$ cat src/rtl/bilinear_interp.sv
// Bilinear interpolation stage: blends four neighbour pixels by (fx, fy)
// through a 3-stage pipeline and emits an AXI-stream with frame/line tags.
module bilinear_interp #(
  parameter int IMG_WIDTH  = 16,
  parameter int IMG_HEIGHT = 16,
  parameter int FRAC_BITS  = 4
) (
  input  logic                 clk,
  input  logic                 rst,
  input  logic                 fsync,
  input  logic [7:0]           lu,
  input  logic [7:0]           ru,
  input  logic [7:0]           ld,
  input  logic [7:0]           rd,
  input  logic [FRAC_BITS-1:0] fx,
  input  logic [FRAC_BITS-1:0] fy,
  input  logic                 s_valid,
  input  logic                 s_last,
  output logic                 s_ready,
  output logic [7:0]           m_tdata,
  output logic                 m_tvalid,
  input  logic                 m_tready,
  output logic                 m_tlast,
  output logic                 m_tuser,
  output logic                 line_err
);

  localparam int HW = 8 + FRAC_BITS + 1;       // horizontal blend width
  localparam int VW = 8 + 2 * FRAC_BITS + 1;   // vertical blend width
  localparam int XW = (IMG_WIDTH  > 1) ? $clog2(IMG_WIDTH)  : 1;
  localparam int YW = (IMG_HEIGHT > 1) ? $clog2(IMG_HEIGHT) : 1;
  localparam logic [FRAC_BITS:0] UNIT  = {1'b1, {FRAC_BITS{1'b0}}};
  localparam logic [VW-1:0]      ROUND = VW'(1) << (2 * FRAC_BITS - 1);

  // Whole pipeline advances together; it only stalls when the output is held.
  logic en;
  logic accept;
  logic tag_user;
  logic tag_last;

  assign en      = !m_tvalid || m_tready;
  assign s_ready = en;
  assign accept  = s_valid && en && !fsync;

  // Framing counters
  logic [XW-1:0] x_cnt_reg;
  logic [YW-1:0] y_cnt_reg;

  assign tag_user = (x_cnt_reg == '0) && (y_cnt_reg == '0);
  assign tag_last = (x_cnt_reg == XW'(IMG_WIDTH - 1));

  // Horizontal blend for the upper (row 0) and lower (row 1) neighbour pairs
  logic [FRAC_BITS:0] wx;
  logic [7:0]         left_px  [2];
  logic [7:0]         right_px [2];
  logic [HW-1:0]      hblend   [2];

  assign wx          = UNIT - {1'b0, fx};
  assign left_px[0]  = lu;
  assign left_px[1]  = ld;
  assign right_px[0] = ru;
  assign right_px[1] = rd;

  genvar gi;
  generate
    for (gi = 0; gi < 2; gi++) begin : g_hblend
      assign hblend[gi] = HW'(left_px[gi]) * HW'(wx) + HW'(right_px[gi]) * HW'(fx);
    end
  endgenerate

  // Stage 1 registers
  logic                 s1_valid_reg;
  logic [HW-1:0]        s1_top_reg;
  logic [HW-1:0]        s1_bot_reg;
  logic [FRAC_BITS-1:0] s1_fy_reg;
  logic                 s1_last_reg;
  logic                 s1_user_reg;

  // Stage 2 registers
  logic                 s2_valid_reg;
  logic [VW-1:0]        s2_acc_reg;
  logic                 s2_last_reg;
  logic                 s2_user_reg;

  // Vertical blend of the two row results
  logic [FRAC_BITS:0] wy;
  logic [VW-1:0]      vblend;

  assign wy     = UNIT - {1'b0, s1_fy_reg};
  assign vblend = VW'(s1_top_reg) * VW'(wy) + VW'(s1_bot_reg) * VW'(s1_fy_reg);

  // Advance x/y position on every accepted beat; fsync restarts the frame
  always_ff @(posedge clk) begin
    if (rst || fsync) begin
      x_cnt_reg <= '0;
      y_cnt_reg <= '0;
    end else if (accept) begin
      if (tag_last) begin
        x_cnt_reg <= '0;
        if (y_cnt_reg == YW'(IMG_HEIGHT - 1)) begin
          y_cnt_reg <= '0;
        end else begin
          y_cnt_reg <= y_cnt_reg + 1'b1;
        end
      end else begin
        x_cnt_reg <= x_cnt_reg + 1'b1;
      end
    end
  end

  // Sticky flag when upstream end-of-line disagrees with the local column count
  always_ff @(posedge clk) begin
    if (rst || fsync) begin
      line_err <= 1'b0;
    end else if (accept && (s_last != tag_last)) begin
      line_err <= 1'b1;
    end
  end

  // Stage 1: capture horizontal blends, fy and the beat's framing tags
  always_ff @(posedge clk) begin
    if (rst || fsync) begin
      s1_valid_reg <= 1'b0;
    end else if (en) begin
      s1_valid_reg <= s_valid;
    end
    if (en) begin
      s1_top_reg  <= hblend[0];
      s1_bot_reg  <= hblend[1];
      s1_fy_reg   <= fy;
      s1_last_reg <= tag_last;
      s1_user_reg <= tag_user;
    end
  end

  // Stage 2: vertical blend into the full-precision accumulator
  always_ff @(posedge clk) begin
    if (rst || fsync) begin
      s2_valid_reg <= 1'b0;
    end else if (en) begin
      s2_valid_reg <= s1_valid_reg;
    end
    if (en) begin
      s2_acc_reg  <= vblend;
      s2_last_reg <= s1_last_reg;
      s2_user_reg <= s1_user_reg;
    end
  end

  // Stage 3: round to nearest and hold the beat until the sink takes it
  always_ff @(posedge clk) begin
    if (rst) begin
      m_tvalid <= 1'b0;
      m_tdata  <= '0;
      m_tlast  <= 1'b0;
      m_tuser  <= 1'b0;
    end else begin
      if (fsync) begin
        m_tvalid <= 1'b0;
      end else if (en) begin
        m_tvalid <= s2_valid_reg;
      end
      if (en) begin
        m_tdata <= 8'((s2_acc_reg + ROUND) >> (2 * FRAC_BITS));
        m_tlast <= s2_last_reg;
        m_tuser <= s2_user_reg;
      end
    end
  end

endmodule

$ cat config.mk
export PLATFORM = sky130hd
export DESIGN_NAME = bilinear_interp
export DESIGN_NICKNAME = d
export VERILOG_FILES = /design/src/rtl/bilinear_interp.sv
export SDC_FILE = /design/constraint.sdc
export NUM_CORES = 1
export LEC_CHECK = 0
export CAP_MARGIN = 20
export CORE_UTILIZATION = 35
export CTS_BUF_LIST = sky130_fd_sc_hd__clkbuf_4 sky130_fd_sc_hd__clkbuf_8
export DETAILED_ROUTE_END_ITERATION = 6
export GPL_TIMING_DRIVEN = 0
export PLACE_DENSITY = 0.58
export SLEW_MARGIN = 20
export SYNTH_ARGS = -nofsm -noshare
export SYNTH_HDL_FRONTEND = slang
export SYNTH_SLANG_ARGS = --single-unit
export TNS_END_PERCENT = 100
$ cat constraint.sdc
create_clock -name clk -period 15.3 [get_ports clk]
set_input_delay 2.295 -clock clk [delete_from_list [all_inputs] [get_ports clk]]
set_output_delay 2.295 -clock clk [all_outputs]
set_load 0.03 [all_outputs]
==> out/metrics.cfg <==
[timing]
rsz0062_at_grt = false
timing.final.crit_share_pct = 57.52
tightest_slew_ns = 0.8793
maxSlewViolCount = 0
fmax_mhz = 113.6
skew_ns = 0.01501
fin_crit_ns = 8.800
setup_viol = 0
relSlewSlack_pct = 40.96
setup_tns_ns = 0
hold_violations = 0

[critical_path]
cp.required_ns = 15.40
r2r_setup_slack_ns = 9.03
crit_type = in2reg
cp.arrival_ns = 8.90
crit_fanout = 10
crit_path_end_kind = flop
rr_startpoint = s1_fy_reg[0]
worstReg2RegEnd = s2_acc_reg[15]
reg2regPathDepth = 21
worst_setup_path_start_kind = input port

[logic_synthesis]
syn_area_um2 = 10180
syn_area_per_cell_um2 = 9.307
synthFlopType = edfxtp_1
synth_seq_cells = 65
synth-edff-count = 43
synth_warnings = 0
syn-num-nets = 1403
ys_types = 46
synth_cells = 1094
seq_area_frac_synth_pct = 17.01
async_reset_ff_share_pct = 0

[place]
place.gp.congestion = 0.8374
portBuffers = 56
dpl.hpwl_um = 17540

[die]
io-pin-count = 59
fp.dieH_um = 172.6
row_count = 62
die_w_um = 172.6
dieArea_um2 = 29780
core-area_um2 = 28630
start_util_pct = 35.57

[clock_tree]
cts_resized = 0
clock_path_buffers = 2
clk_pin_slew_ns = 0.08
ctsRootBufferMaster = clkbuf_8
insertion_delay_ns = 0.37
numCtsBuffers = 9
postCtsHoldBufs = 0
clock-sinks = 65
post-cts-setup-buffers = 0
ctsHtreeMaxLevel = 3
cts_tree = yes

[worst_hold_path]
hp-start = s1_user_reg
hold_path.class = reg2reg
whs_path_depth = 0
whs_endpoint = s2_user_reg

[drt]
antenna_left = 0
drc_errors = 0
drt-initial-drc-count = 263
vias = 6881
finalWirelength_um = 20380
wl_per_cell_um = 13.14
firstDrtPassIters = 4
viasPerCell = 4.436

[final_layout]
drive_gt1_share_pct = 2.316
nNetsFinal = 1470
syn2layout_area_growth_pct = 12.28

[grt]
grt_use_total_pct = 14.64
grt_max_degree = 54
grt_pass1_vias = 7303
antenna_found_initial = 1
grt_pass1_wl_um = 35160
overflow = 0

[outcome]
status = finished, final reports clean

[job]
drv_cap = 0

## logic make-up after synthesis
logic type      Yosys count  synth area share, %
compound gates           70                4.399
xor+xnor                 47                4.043
fa+ha+maj               263                45.37
buf+inv                 289                10.67
flops                    65                17.01
mux                       2               0.1966
simple gates            358                18.32
## metal layers
layer  global-route usage [%]  routed length, um
met5                        0                  0
met3                    2.265                825
met2                    26.16               9980
met4                    4.129                325
met1                    18.21               9251
## final cells by class
type | instances | area (um^2)
Inverter | 262 | 983.4
Tap cell | 384 | 480.5
Timing Repair Buffer | 56 | 560.5
Clock buffer | 9 | 123.9
Sequential cell | 65 | 1732
Fill cell | 2899 | 17190
Buffer | 27 | 106.4
Multi-Input combinational cell | 740 | 7365
Clock inverter | 7 | 78.83
Antenna cell | 1 | 2.502
## critical path, cell delays in order
cell             delay, ns
clkdlybuf4s50_1       0.72
clkbuf_1              0.44
inv_1                 0.09
ha_1                  0.22
xnor2_1               0.70
clkbuf_1              0.53
nand2_1               0.14
fa_1                  0.50
inv_1                 0.05
fa_1                  0.47
fa_1                  0.54
inv_1                 0.05
fa_1                  0.47
inv_1                 0.05
ha_1                  0.31
nor2b_4               0.14
o21ai_2               0.12
a21oi_1               0.10
o41a_1                0.37
and4_4                0.19
or3_1                 0.40
## placed cells by master (no fill, tap or decap), types with 23 or more instances in the layout
master,count
fa_1,177
clkdlybuf4s50_1,56
ha_1,86
clkbuf_1,25
edfxtp_1,43
inv_1,261
xnor2_1,34
nor2_1,30
a21oi_1,23
nand2_1,127
and2_1,151
## per-stage QoR
step           utilization (%)  hold WS (ns)  cells  worst slack (ns)  cell area, um^2
6_report                 39.94        0.4247   1551             6.500            11430
5_1_grt                  39.93        0.4361   1550             6.237            11430
4_1_cts                  39.93        0.4214   1550             6.483            11430
3_5_place_dp             39.22        0.4066   1534             6.096            11230
3_3_place_gp             39.21        0.4012   1534             6.076            11220
2_1_floorplan                -        0.4003   1094             7.969            10180
## cells in the mapped netlist, types with 3 or more instances
| master | count | area [um^2] |
|---|---|---|
| nand4_1 | 3 | 18.77 |
| dfxtp_1 | 22 | 440.4 |
| nor2_1 | 30 | 112.6 |
| o21ai_0 | 11 | 55.05 |
| fa_1 | 177 | 3543 |
| nand2b_1 | 7 | 43.79 |
| a31oi_1 | 5 | 31.28 |
| nand3_1 | 10 | 50.05 |
| a21o_1 | 3 | 22.52 |
| and3_1 | 3 | 18.77 |
| nor2b_1 | 4 | 25.02 |
| nor3_1 | 6 | 30.03 |
| inv_1 | 261 | 979.7 |
| nand2_1 | 127 | 476.7 |
| and2_1 | 151 | 944.7 |
| ha_1 | 86 | 1076 |
| xor2_1 | 13 | 113.9 |
| a211oi_1 | 8 | 60.06 |
| xnor2_1 | 34 | 297.8 |
| clkbuf_1 | 26 | 97.59 |
| o21bai_1 | 5 | 37.54 |
| or4_1 | 3 | 22.52 |
| a21oi_1 | 23 | 115.1 |
| o21a_1 | 3 | 22.52 |
| edfxtp_1 | 43 | 1291 |
| o21ai_1 | 3 | 15.01 |
## worst max-delay path by stage
stage | from | endpoint | slack [ns]
final | fx[1] | s1_bot_reg[12] | 6.50
after floorplan | fx[0] | s1_bot_reg[12] | 7.97
after global routing | fx[1] | s1_bot_reg[12] | 6.24
after global placement | fx[1] | s1_bot_reg[12] | 6.08
after CTS | fx[1] | s1_bot_reg[12] | 6.48
after detailed placement | fx[1] | s1_bot_reg[12] | 6.10
Power is not shown: default switching activity piles up to over one toggle a cycle in this logic, so the estimate is an artifact.
